==> config.mk <==
export PLATFORM = sky130hd
export DESIGN_NAME = atmos_light_ctrl
export DESIGN_NICKNAME = d
export VERILOG_FILES = /design/src/rtl/dehaze_pkg.sv /design/src/rtl/dark_min3.sv /design/src/rtl/atmos_light_ctrl.sv
export SDC_FILE = /design/constraint.sdc
export NUM_CORES = 1
export LEC_CHECK = 0
export BUFFER_PORTS_ARGS = -buffer_cell sky130_fd_sc_hd__buf_2
export CAP_MARGIN = 20
export CORE_MARGIN = 4
export CORE_UTILIZATION = 40
export DETAILED_ROUTE_END_ITERATION = 10
export HOLD_SLACK_MARGIN = 0.03
export PLACE_DENSITY_LB_ADDON = 0.1
export REMOVE_ABC_BUFFERS = 1
export SLEW_MARGIN = 20
export SYNTH_ARGS = -nofsm -noshare
export SYNTH_HDL_FRONTEND = slang
export SYNTH_HIERARCHICAL = 1
export SYNTH_SLANG_ARGS = --single-unit
export TNS_END_PERCENT = 100
==> constraint.sdc <==
create_clock -name pixelclk -period 3.1 [get_ports pixelclk]
set_input_delay 0.155 -clock pixelclk [delete_from_list [all_inputs] [get_ports pixelclk]]
set_output_delay 0.155 -clock pixelclk [all_outputs]
set_load 0.01 [all_outputs]
==> src/rtl/dehaze_pkg.sv <==
`default_nettype none
// ============================================================================
// Module      : dehaze_pkg
// Description : Shared constants for the dehaze pipeline (FSM encoding and
//               atmospheric-light defaults).
// Revision    : 1.0 - initial release
// ============================================================================
package dehaze_pkg;

    localparam logic [7:0] C_A_INIT_DEF = 8'd200;
    localparam logic [7:0] C_A_MAX_DEF  = 8'd240;
    localparam logic [7:0] C_T_MIN_DEF  = 8'd26;

    localparam int unsigned C_ST_W = 2;
    localparam logic [C_ST_W-1:0] S_WAIT_VS = 2'd0;
    localparam logic [C_ST_W-1:0] S_ACCUM   = 2'd1;
    localparam logic [C_ST_W-1:0] S_UPDATE  = 2'd2;
    localparam logic [C_ST_W-1:0] S_FLOOR   = 2'd3;

endpackage
`default_nettype wire

==> src/rtl/dark_min3.sv <==
`default_nettype none
// ============================================================================
// Module      : dark_min3
// Description : Combinational per-pixel dark value, min(R,G,B).
// Revision    : 1.0 - initial release
// ============================================================================
module dark_min3 (
    input  logic [23:0] rgb,
    output logic [7:0]  dark
);

    logic [7:0] w_min_rg;

    assign w_min_rg = (rgb[23:16] < rgb[15:8]) ? rgb[23:16] : rgb[15:8];
    assign dark     = (w_min_rg < rgb[7:0]) ? w_min_rg : rgb[7:0];

endmodule
`default_nettype wire

==> src/rtl/atmos_light_ctrl.sv <==
`default_nettype none
// ============================================================================
// Module      : atmos_light_ctrl
// Description : Per-frame atmospheric light estimate (max dark value, IIR
//               smoothed and clamped) plus the a*t floor for recovery.
// Revision    : 1.0 - initial release
// ============================================================================
module atmos_light_ctrl
    import dehaze_pkg::*;
#(
    parameter logic [7:0] A_INIT = C_A_INIT_DEF,
    parameter logic [7:0] A_MAX  = C_A_MAX_DEF,
    parameter logic [7:0] T_MIN  = C_T_MIN_DEF
) (
    input  logic        pixelclk,
    input  logic        reset_n,
    input  logic [23:0] i_rgb,
    input  logic        i_vsync,
    input  logic        i_de,
    input  logic        cfg_freeze,
    output logic [7:0]  o_a,
    output logic [7:0]  o_at_floor,
    output logic        o_a_valid,
    output logic [15:0] o_frame_cnt
);

    localparam logic [15:0] C_FLOOR_PROD_INIT = 16'(A_INIT) * 16'(T_MIN);
    localparam logic [7:0]  C_FLOOR_INIT      = C_FLOOR_PROD_INIT[15:8];

    logic [C_ST_W-1:0] r_state;
    logic [C_ST_W-1:0] w_state_nxt;
    logic              r_vs_d;
    logic [7:0]        r_frame_max;
    logic              r_pix_seen;
    logic [7:0]        r_snap_max;
    logic              r_snap_seen;

    logic              w_vs_rise;
    logic [7:0]        w_dark;
    logic [7:0]        w_acc_max;
    logic [9:0]        w_blend_sum;
    logic [7:0]        w_a_raw;
    logic [7:0]        w_a_new;
    logic [15:0]       w_floor_prod;

    dark_min3 u_dark_min3 (
        .rgb  (i_rgb),
        .dark (w_dark)
    );

    assign w_vs_rise    = i_vsync & ~r_vs_d;
    assign w_acc_max    = (w_dark > r_frame_max) ? w_dark : r_frame_max;
    assign w_blend_sum  = 10'(o_a) * 10'd3 + 10'(r_snap_max) + 10'd2;
    assign w_a_raw      = o_a_valid ? w_blend_sum[9:2] : r_snap_max;
    assign w_a_new      = (w_a_raw > A_MAX) ? A_MAX : w_a_raw;
    assign w_floor_prod = 16'(o_a) * 16'(T_MIN);

    always_ff @(posedge pixelclk or negedge reset_n) begin
        if (!reset_n) begin
            r_state <= S_WAIT_VS;
        end else begin
            r_state <= w_state_nxt;
        end
    end

    // Edges arriving in S_UPDATE/S_FLOOR are dropped, not queued.
    always_comb begin
        w_state_nxt = r_state;
        case (r_state)
            S_WAIT_VS: if (w_vs_rise) w_state_nxt = S_ACCUM;
            S_ACCUM:   if (w_vs_rise) w_state_nxt = S_UPDATE;
            S_UPDATE:  w_state_nxt = S_FLOOR;
            S_FLOOR:   w_state_nxt = S_ACCUM;
            default:   w_state_nxt = S_WAIT_VS;
        endcase
    end

    always_ff @(posedge pixelclk or negedge reset_n) begin
        if (!reset_n) begin
            r_vs_d      <= 1'b0;
            r_frame_max <= 8'd0;
            r_pix_seen  <= 1'b0;
            r_snap_max  <= 8'd0;
            r_snap_seen <= 1'b0;
            o_a         <= A_INIT;
            o_at_floor  <= C_FLOOR_INIT;
            o_a_valid   <= 1'b0;
            o_frame_cnt <= 16'd0;
        end else begin
            r_vs_d <= i_vsync;
            if (r_state == S_ACCUM && w_vs_rise) begin
                r_snap_max  <= r_frame_max;
                r_snap_seen <= r_pix_seen;
                r_frame_max <= 8'd0;
                r_pix_seen  <= 1'b0;
                o_frame_cnt <= o_frame_cnt + 16'd1;
            end else if (r_state != S_WAIT_VS && i_de) begin
                r_frame_max <= w_acc_max;
                r_pix_seen  <= 1'b1;
            end
            if (r_state == S_UPDATE && r_snap_seen && !cfg_freeze) begin
                o_a       <= w_a_new;
                o_a_valid <= 1'b1;
            end
            if (r_state == S_FLOOR) begin
                o_at_floor <= w_floor_prod[15:8];
            end
        end
    end

endmodule
`default_nettype wire

# Word-level counts from Yosys, hierarchy flattened
# Cells that the tools add are included.
# classes
addsub	3
multipliers	2
div	0
magnitude_cmp	4
eq_ne	5
n_shift	0
n_mux	12
bitwise	2
n_reduce_logical	11
# op_table
operator	n
$mux W8	7
$add A16 B1 Y16 const B	1
$lt A8 B8 Y1	2
$mul A8 B4 Y12 const B	1
$add A10 B2 Y10 const B	1
$add A10 B8 Y10	1
$mul A8 B2 Y10 const B	1
$gt A8 B8 Y1	1
$gt A8 B8 Y1 const B	1
$pmux W2 S4	1
$reduce_bool A2 Y1	3
$eq A2 B2 Y1 const B	2
$logic_and A1 B1 Y1	4
$mux W2	2
$ne A2 B2 Y1 const B	2
$reduce_and A2 Y1	2
$eq A2 B1 Y1 const B	1
$logic_not A2 Y1	1
$mux W1	2
$and A1 B1 Y1	1
$logic_not A1 Y1	1
$not A1 Y1	1
# word_totals
register_bits	51
latchBits	0
ramBits	0
rom_bits	0
inputBits	29
output_inout_bits	33
elab_cells	49
mem_count	0

# Longest topological paths before layout
# Gate-level depths: netlist (run 1).
# depth
ltp_word	8
ltp_mapped	22
ltp_nobuf	21

# Modules after synthesis
# Netlist (run 1), hierarchy kept.
# modules_own_cells
mod	n_inst	cells_each	area_each_um2	seq_area_each_um2
atmos_light_ctrl	1	324	3338.2	1282.5
dark_min3	1	71	573.0	0.0

# Worst setup path before layout (run 1)
# Ideal clock, no wire load.
# synth_timing
kind	input to register
startpoint	input port i_rgb[15]
endpoint	register r_frame_max[0]
setup_time_ns	0.149
arrival_time_ns	4.181
required_ns	2.951
path_slack_ns	-1.231
stages	20
n_path_buf	1
cell_sequence	inv_1 > ha_1 > nand4_1 > o221ai_1 > a21o_1 > buf_6 > mux2_2 > ha_1 > a211oi_1 > o21bai_1 > nor4_1 > a21oi_4 > mux2_2 > ha_1 > nor2b_1 > o21a_1 > o21a_1 > o21ai_0 > a211oi_1 > o32ai_1
# synth_via
elab_chain_len	7
elab_cells_between_ends	10
cone_classes	order compare: 3; mux: 5; reduce/logical: 2
# synth_lines
item	line_no	rtl
start, declared	atmos_light_ctrl.sv:17	input logic [23:0] i_rgb,
$lt A8 B8 Y1	dark_min3.sv:14	assign w_min_rg = (rgb[23:16] < rgb[15:8]) ? rgb[23:16] : rgb[15:8];
$mux W8 (*)	dark_min3.sv:14	
$lt A8 B8 Y1	dark_min3.sv:15	assign dark = (w_min_rg < rgb[7:0]) ? w_min_rg : rgb[7:0];
$mux W8 (*)	dark_min3.sv:15	
$gt A8 B8 Y1 / $mux W8 (equally long branches)	atmos_light_ctrl.sv:52	assign w_acc_max = (w_dark > r_frame_max) ? w_dark : r_frame_max;
$reduce_bool A2 Y1 (no source line) / $mux W8 (equally long branches)	n/a	
$reduce_and A2 Y1 (no source line) / $mux W8 (equally long branches)	n/a	
end signal, assigned	atmos_light_ctrl.sv:98	r_frame_max <= w_acc_max;
end, declared	atmos_light_ctrl.sv:33	logic [7:0] r_frame_max;
# Mark *: on every way between the ends. The rest lies on a longest branch, timed or not. The select of a mux whose other input is x is not followed.
# A chain may end at the register's enable or synchronous reset.

# Worst setup path after layout (run 1)
# layout_timing
startpoint	input port i_rgb[10]
endpoint	register r_frame_max[4]
# The elaborated chain is that of the path after synthesis.

==> results of run 1 <==
## power by group through the flow
stage	clock [mW]	combinational [mW]	sequential, mW
6_report	0.403	2.99	1.11
2_1_floorplan	0	1.86	1.16
3_3_place_gp	0	2.51	1.13
3_5_place_dp	0	2.54	1.13
5_1_grt	0.445	3.41	1.16
4_1_cts	0.419	2.87	1.12
## cells by family after synthesis
kind of cell,after synthesis
AND/OR/NAND/NOR,90
AO/OA/AOI/OAI,79
adder cells (fa/ha/maj),66
buffers and inverters,63
flip-flops,51
multiplexers,23
XOR/XNOR,22
other,1
## area by class of cell
cell class                 instances  share of cell area
inverter                          51              0.0380
clock inverter                     3             0.00509
sequential                        51               0.248
clock buffer                       5              0.0133
tap                              129              0.0313
multi-input combinational        283               0.543
timing repair buffer              91               0.121
## worst min path at each step
stage | startpoint | end | cells past startpoint
floorplan | reset_n | o_a[0]$_DFFE_PN0P_ | 0
global placement | i_vsync | r_vs_d$_DFF_PN0_ | 1
CTS | i_de | r_pix_seen$_DFFE_PN0P_ | 4
detailed placement | i_vsync | r_vs_d$_DFF_PN0_ | 1
global route | i_rgb[3] | r_frame_max[3]$_DFFE_PN0P_ | 4
finish | i_de | r_pix_seen$_DFFE_PN0P_ | 4
## metrics by stage
step,instances,setup TNS (ns),setup slack [ns]
2_1_floorplan,385,-10.52,-1.32
3_3_place_gp,593,-13.12,-1.64
3_5_place_dp,593,-14.31,-1.81
4_1_cts,610,-6.55,-0.837
5_1_grt,613,-7.36,-0.967
6_report,613,-6.04,-0.786
## what timing repair did
item,CTS,global route
setup endpoints to repair,8,9
resized for setup,64,28
pin swaps,27,25
buffers inserted,7,4
hold buffers,2,0
endpoints found under the hold margin,37,0
## worst reg2reg max path, delay by kind of cell (launching register included)
family                   cells  cell delay, ns
AO/OA/AOI/OAI                4            0.66
adder cells (fa/ha/maj)      3            0.96
flip-flops                   1            0.56
AND/OR/NAND/NOR              2            0.69
## routing by layer
metal / vias to the layer above / GRT usage / share of wire
met5: - / 0 / 0
met4: 0 / 0.0447 / 0.022
met3: 17 / 0.0241 / 0.033
met2: 54 / 0.270 / 0.50
met1: 1455 / 0.195 / 0.44
li1: 1547 / - / -
## cell usage after synthesis (8+ instances only)
cell type / instances / share of area
dfrtp_1: 46 / 0.29
a21oi_1: 12 / 0.015
nand2_1: 28 / 0.027
fa_1: 10 / 0.051
o32ai_1: 8 / 0.018
nand3_1: 10 / 0.013
ha_1: 56 / 0.18
nor2_1: 17 / 0.016
mux2_2: 20 / 0.058
o21ai_0: 18 / 0.023
inv_1: 51 / 0.049
xnor2_1: 16 / 0.036
## flip-flops by register name (all words and copies together), names as in the netlist, 2 cells and up
signal,count
r_frame_max,8
r_state,2
o_a,8
o_frame_cnt,16
r_snap_max,8
o_at_floor,5
==> out/results.ini, run 1 <==
[run_status]
status = finished with violations
failed_checks = setup timing

[min_path]
hold_path.class = in2reg

[global_route]
gr-total-overflow = 0
antenna_found_initial = 0
grt_max_degree = 39
grt_first_pass_wirelength_um = 14600
grt_pass1_vias = 3201
grt_usage = 0.154

[job]
cap_viol_max_count = 0

[routing]
dr.pass1.iters = 4
num_vias = 3073
vias_per_cell = 5.01
wl_um = 8310
postRouteAntennaNets = 0
wl_per_cell_um = 13.6
drt_iter0_drc = 62
drc_errors = 0

[placement]
dpl_cell_area_mm2 = 0.00446
port_buffers = 58
dpl.hpwl_um = 6330
place.gp.congestion = 0.787

[sta]
worst_pin_slew_ns = 0.865
setup_viol = 8
min_period_ns = 3.89
rsz0062_at_grt = yes
min_period_over_period = 1.25
slew_violations = 0
hold-worst-slack_ns = 0.275
layout_setup_ws_ns = -0.786
hold_viol = 0
clock.fmax_mhz = 257
fin_skew_ns = 0.00733
max_slew_margin = 0.423

[critical_path]
crit_type = in2reg
slowest_stage = nor4_2
critical_path.startpoint_type = primary input
path_buf_inv = 4
required_ns = 3.32
r2r_start = o_a[3]$_DFFE_PN1P_
crit_path_end_kind = flop
crit_end = r_frame_max[4]$_DFFE_PN0P_
crit_start = i_rgb[10]
reg2reg_depth = 9
arrival_ns = 4.10
cpPeakStageDelay_ns = 0.37
reg2reg_to = o_at_floor[4]$_DFFE_PN1N_
cp_cell_sequence = buf_2, inv_2, ha_4, a21oi_2, o21ai_2, a21o_4, buf_6, mux2_4, ha_2, a211oi_2, o21bai_1, nor4_2, a21oi_4, buf_6, mux2_4, ha_4, a21o_1, a31oi_4, or3_4, a21o_4, o32ai_2
crit_fanout = 8
cp.depth = 21
crit_family = compound AO/OA/AOI/OAI gates
ff2ff_setup_slack_ns = 0.18

[clock_network]
path_clk_slew_ns = 0.10
cts_num_sinks = 51
numCtsBuffers = 5
clk_latency_ns = 0.31
clockBufferDepth = 2
htreeDepth = 2
root_buffer = clkbuf_8
cts_tree = yes

[pwr]
power_density_mw_per_mm2 = 872
p_sw_mw = 1.97
p_leak_nw = 2.56
sw_frac_of_total = 0.437
p_clk_frac = 0.090
totalPowerFinal_mw = 4.50
combPwrFrac = 0.663
pwr-share-seq = 0.247
vdd_drop_max_mv = 0.336
internal_power_mw = 2.54

[die]
num_rows = 35
die_area_mm2 = 0.0114
initial_core_util = 0.417
io-pin-count = 62
die_y_um = 107
core-area_mm2 = 0.00937
die_w_um = 107

[logic_synthesis]
synth.avg_cell_area_um2 = 9.90
synth_compound_area_frac = 0.144
synth_edf_count = 0
synth-simple-area-share = 0.113
synth_cell_types = 55
ys_seq_area_frac = 0.328
synth_top_family_by_area = adder cells
synth_mux_area_frac = 0.0675
yosysWarnings = 6
synthAdderAreaFrac = 0.230
ys_seq_elements = 51
synth_flop_cell = dfrtp_1
synthArstFlopShare = 1.00
synth-xor-area-share = 0.0493
synth_cells = 395
syn_area_mm2 = 0.00391

[cells_and_area]
postLayoutCellArea_mm2 = 0.00516
num_antenna_cells = 0
multi_input_area_mm2 = 0.00280
final_common_cell = buf_2
fin_nets = 578
regArea_mm2 = 0.00128
layout-drive-gt1-share = 0.372
fillCellCount = 892
final_core_util = 0.551
layout_common_cells = buf_2 (50), inv_1 (46), dfrtp_1 (46), ha_1 (40), nand2_1 (28)
area_delta_synth_final_pct = 32.0

No activity file was read; power rests on OpenSTA's default activity.
==> run 2: changes to the inputs <==
- GPL_TIMING_DRIVEN: default -> 0
- SYNTH_HIERARCHICAL: 1 -> default
- clock period: 3.1 -> 3.8 ns (I/O delays scaled with it)
==> run 2 against run 1 <==
  * The run still ends with setup timing left
  * Combinational power rose by 11%
  * Hold slack improved by 0.0097 ns
  * Clock skew barely moved
  * Die area rose by 1.8%
  * Clock power barely moved
  * Worst setup slack improved by 0.54 ns
  * Sequential share of layout area barely moved
  * Largest cell class unchanged
  * Via count rose by 2.1%
  * Cell area barely moved
  * Largest power group unchanged
==> out/results.ini, run 2 <==
[critical_path]
arrival_ns = 4.24  ; +0.14 ns
path_buf_inv = 4  ; unchanged
crit_family = compound AO/OA/AOI/OAI gates
required_ns = 4.00  ; +0.68 ns
slowest_stage = mux2_4
crit_fanout = 8  ; unchanged
critical_path.startpoint_type = primary input
cpPeakStageDelay_ns = 0.32  ; -0.05 ns
cp_cell_sequence = buf_6, ha_4, nand2_2, a211o_1, o21ai_4, buf_12, buf_6, mux2_4, ha_4, a21oi_2, o21ai_2, a311oi_2, a31oi_4, buf_6, mux2_4, ha_4, nand2b_4, a21oi_2, o41ai_2, a21oi_2, and2_4, a32o_1
crit_type = in2reg
crit_path_end_kind = flop

[logic_synthesis]
synth_edf_count = 0  ; unchanged
synth_flop_cell = dfrtp_1
synth_cell_types = 49  ; -11%
ys_seq_elements = 51  ; unchanged
synth.avg_cell_area_um2 = 9.56  ; -3.4%
ys_seq_area_frac = 0.322  ; -0.00628
synth.area.top_cells = dfrtp_1 (29%), ha_1 (18%), inv_1 (5.3%)
yosysTopAreaCell = dfrtp_1
netlist.area_leader.share = 0.289  ; -0.00563
synth_top_cells_by_count = ha_1 (56), inv_1 (56), dfrtp_1 (46), nand2_1 (37), nor2_1 (23)
synthArstFlopShare = 1.00  ; unchanged
synth_cells = 417  ; +5.6%
syn_area_mm2 = 0.00399  ; +2.0%
yosysWarnings = 0  ; -6

[cells_and_area]
final_common_cell = inv_1
largest_reg_flops = 16  ; unchanged
area_delta_synth_final_pct = 29.4
final_core_util = 0.530  ; -0.0208
fin_nets = 584  ; +1.0%
postLayoutCellArea_mm2 = 0.00516  ; about the same
num_antenna_cells = 0  ; unchanged
fillCellCount = 919  ; +3.0%
layout_common_cells = inv_1 (49), dfrtp_1 (46), buf_2 (44), nand2_1 (35), ha_1 (35)
layout-drive-gt1-share = 0.322  ; -0.0495
largest-register = o_frame_cnt

[sta]
max_slew_margin = 0.537  ; +0.114
fin_skew_ns = 0.00779  ; +0.000465 ns
layout_setup_ws_ns = -0.243  ; +0.544 ns
worst_pin_slew_ns = 0.695  ; -0.171 ns
min_period_ns = 4.04
slew_violations = 0  ; unchanged
clock.fmax_mhz = 247
setup_viol = 8  ; unchanged
min_period_over_period = 1.06
rsz0062_at_grt = yes
hold_viol = 0  ; unchanged

[routing]
drc_errors = 0  ; unchanged
postRouteAntennaNets = 0  ; unchanged
dr.pass1.iters = 4  ; unchanged
drt_iter0_drc = 74  ; +19%
vias_per_cell = 5.04  ; +0.48%
num_vias = 3138  ; +2.1%
wl_per_cell_um = 13.7  ; +1.3%
wl_um = 8560  ; +3.0%

[global_route]
gr-total-overflow = 0  ; unchanged
grt_usage = 0.155  ; +0.00174
grt_first_pass_wirelength_um = 14800  ; +1.8%
grt_pass1_vias = 3148  ; -1.7%
grt_max_degree = 52  ; +33%
antenna_found_initial = 0  ; unchanged

[clock_network]
cts_num_sinks = 51  ; unchanged
root_buffer = clkbuf_8
clockBufferDepth = 2  ; unchanged
cts_tree = yes
path_clk_slew_ns = 0.10  ; about the same
numCtsBuffers = 5  ; unchanged
htreeDepth = 2  ; unchanged
clk_latency_ns = 0.31  ; about the same

[min_path]
hold_path.class = in2reg

[die]
core-area_mm2 = 0.00973  ; +3.8%
die_y_um = 108  ; +0.90%
io-pin-count = 62  ; unchanged
num_rows = 36  ; +2.9%
die_w_um = 108  ; +0.90%
die_area_mm2 = 0.0116  ; +1.8%
initial_core_util = 0.410  ; -0.00751

[pwr]
power_density_mw_per_mm2 = 915  ; +4.9%
p_leak_nw = 2.47  ; -3.8%
vdd_drop_max_mv = 0.410  ; +22%

[run_status]
status = finished with violations
failed_checks = setup timing

[placement]
dpl.hpwl_um = 6420  ; +1.5%
dpl_cell_area_mm2 = 0.00439  ; -1.5%
place_ws_ns = -1.49  ; +0.318 ns
port_buffers = 58  ; unchanged
place.gp.congestion = 0.759  ; -3.5%

[job]
cap_viol_max_count = 0  ; unchanged

[run 2: changes by cell type after synthesis, sizes merged, moves of 4 or more]
cell / previous run / this run
o32ai: 8 / 0
a22o: 1 / 7
inv: 51 / 56
nand2: 28 / 37
nor2: 17 / 23
a21oi: 14 / 19
mux2i: 2 / 6
a21o: 8 / 3
[run 2: worst min-delay path: cells and delay by family]
family	cells	cell delay, ns
buf+inv	1	0.09
compound gates	1	0.12
mux	1	0.16
[run 2: layout make-up]
class	instances	area (um2)	area share
multi-input cells	300	2830	0.548
flip-flops and latches	51	1280	0.249
repair buffers	75	549	0.106
inverters	56	215	0.0417
well taps	133	166	0.0323
clock buffers	5	68.8	0.0133
clock inverters	3	47.5	0.00922
[run 2: final timing paths]
check	start	end	slack (ns)	depth (start not counted)
min in group asynchronous	reset_n	o_at_floor[1]$_DFFE_PN0N_	0.44	2
max reg2reg	o_a[3]$_DFFE_PN1P_	o_a[2]$_DFFE_PN0P_	0.55	8
min	i_rgb[2]	r_frame_max[2]$_DFFE_PN0P_	0.28	3
max	i_rgb[21]	r_frame_max[0]$_DFFE_PN0P_	-0.24	22
max in group asynchronous	reset_n	r_frame_max[1]$_DFFE_PN0P_	2.91	2
min reg2reg	o_frame_cnt[15]$_DFFE_PN0P_	o_frame_cnt[15]$_DFFE_PN0P_	0.47	1
[run 2: what timing repair did]
action / in CTS / in global routing
setup endpoints to repair: 8 / 8
hold buffers: 2 / 0
pin swaps: 29 / 20
buffers inserted: 12 / 3
gates resized for setup: 90 / 9
endpoints found under the hold margin: 47 / 0
[run 2: per-stage QoR]
stage / cells / total power [mW] / hold WS, ns / TNS, ns
2_1_floorplan: 407 / 3.37 / -0.106 / -4.93
3_3_place_gp: 598 / 4.03 / 0.330 / -10.96
3_5_place_dp: 598 / 4.10 / 0.270 / -11.82
4_1_cts: 620 / 4.72 / 0.263 / -1.93
5_1_grt: 623 / 5.28 / 0.280 / -2.73
6_report: 623 / 4.72 / 0.285 / -1.71
[run 2: kinds of logic (layout without fill, tap and decap cells)]
group / after synthesis / count (layout) / share of synthesized area
AO/OA/AOI/OAI: 72 / 72 / 0.126
buffers and inverters: 68 / 139 / 0.0687
XOR/XNOR: 24 / 24 / 0.0527
multiplexers: 25 / 25 / 0.0697
AND/OR/NAND/NOR: 110 / 110 / 0.135
other: 1 / 3 / 0.000940
adder cells (fa/ha/maj): 66 / 66 / 0.226
flip-flops: 51 / 51 / 0.322
[run 2: per-layer routing]
layer / GRT usage / up-vias / share of wire
li1: - / 1571 / -
met1: 0.193 / 1512 / 0.44
met5: 0 / - / 0
met3: 0.0216 / 6 / 0.033
met4: 0.0325 / 0 / 0.0099
met2: 0.285 / 49 / 0.52
[run 2: power breakdown]
part	total, mW	internal, mW	switching, mW
logic	3.31	1.58	1.73
registers	1.01	0.757	0.250
clock network	0.401	0.200	0.201
total	4.72	2.54	2.18
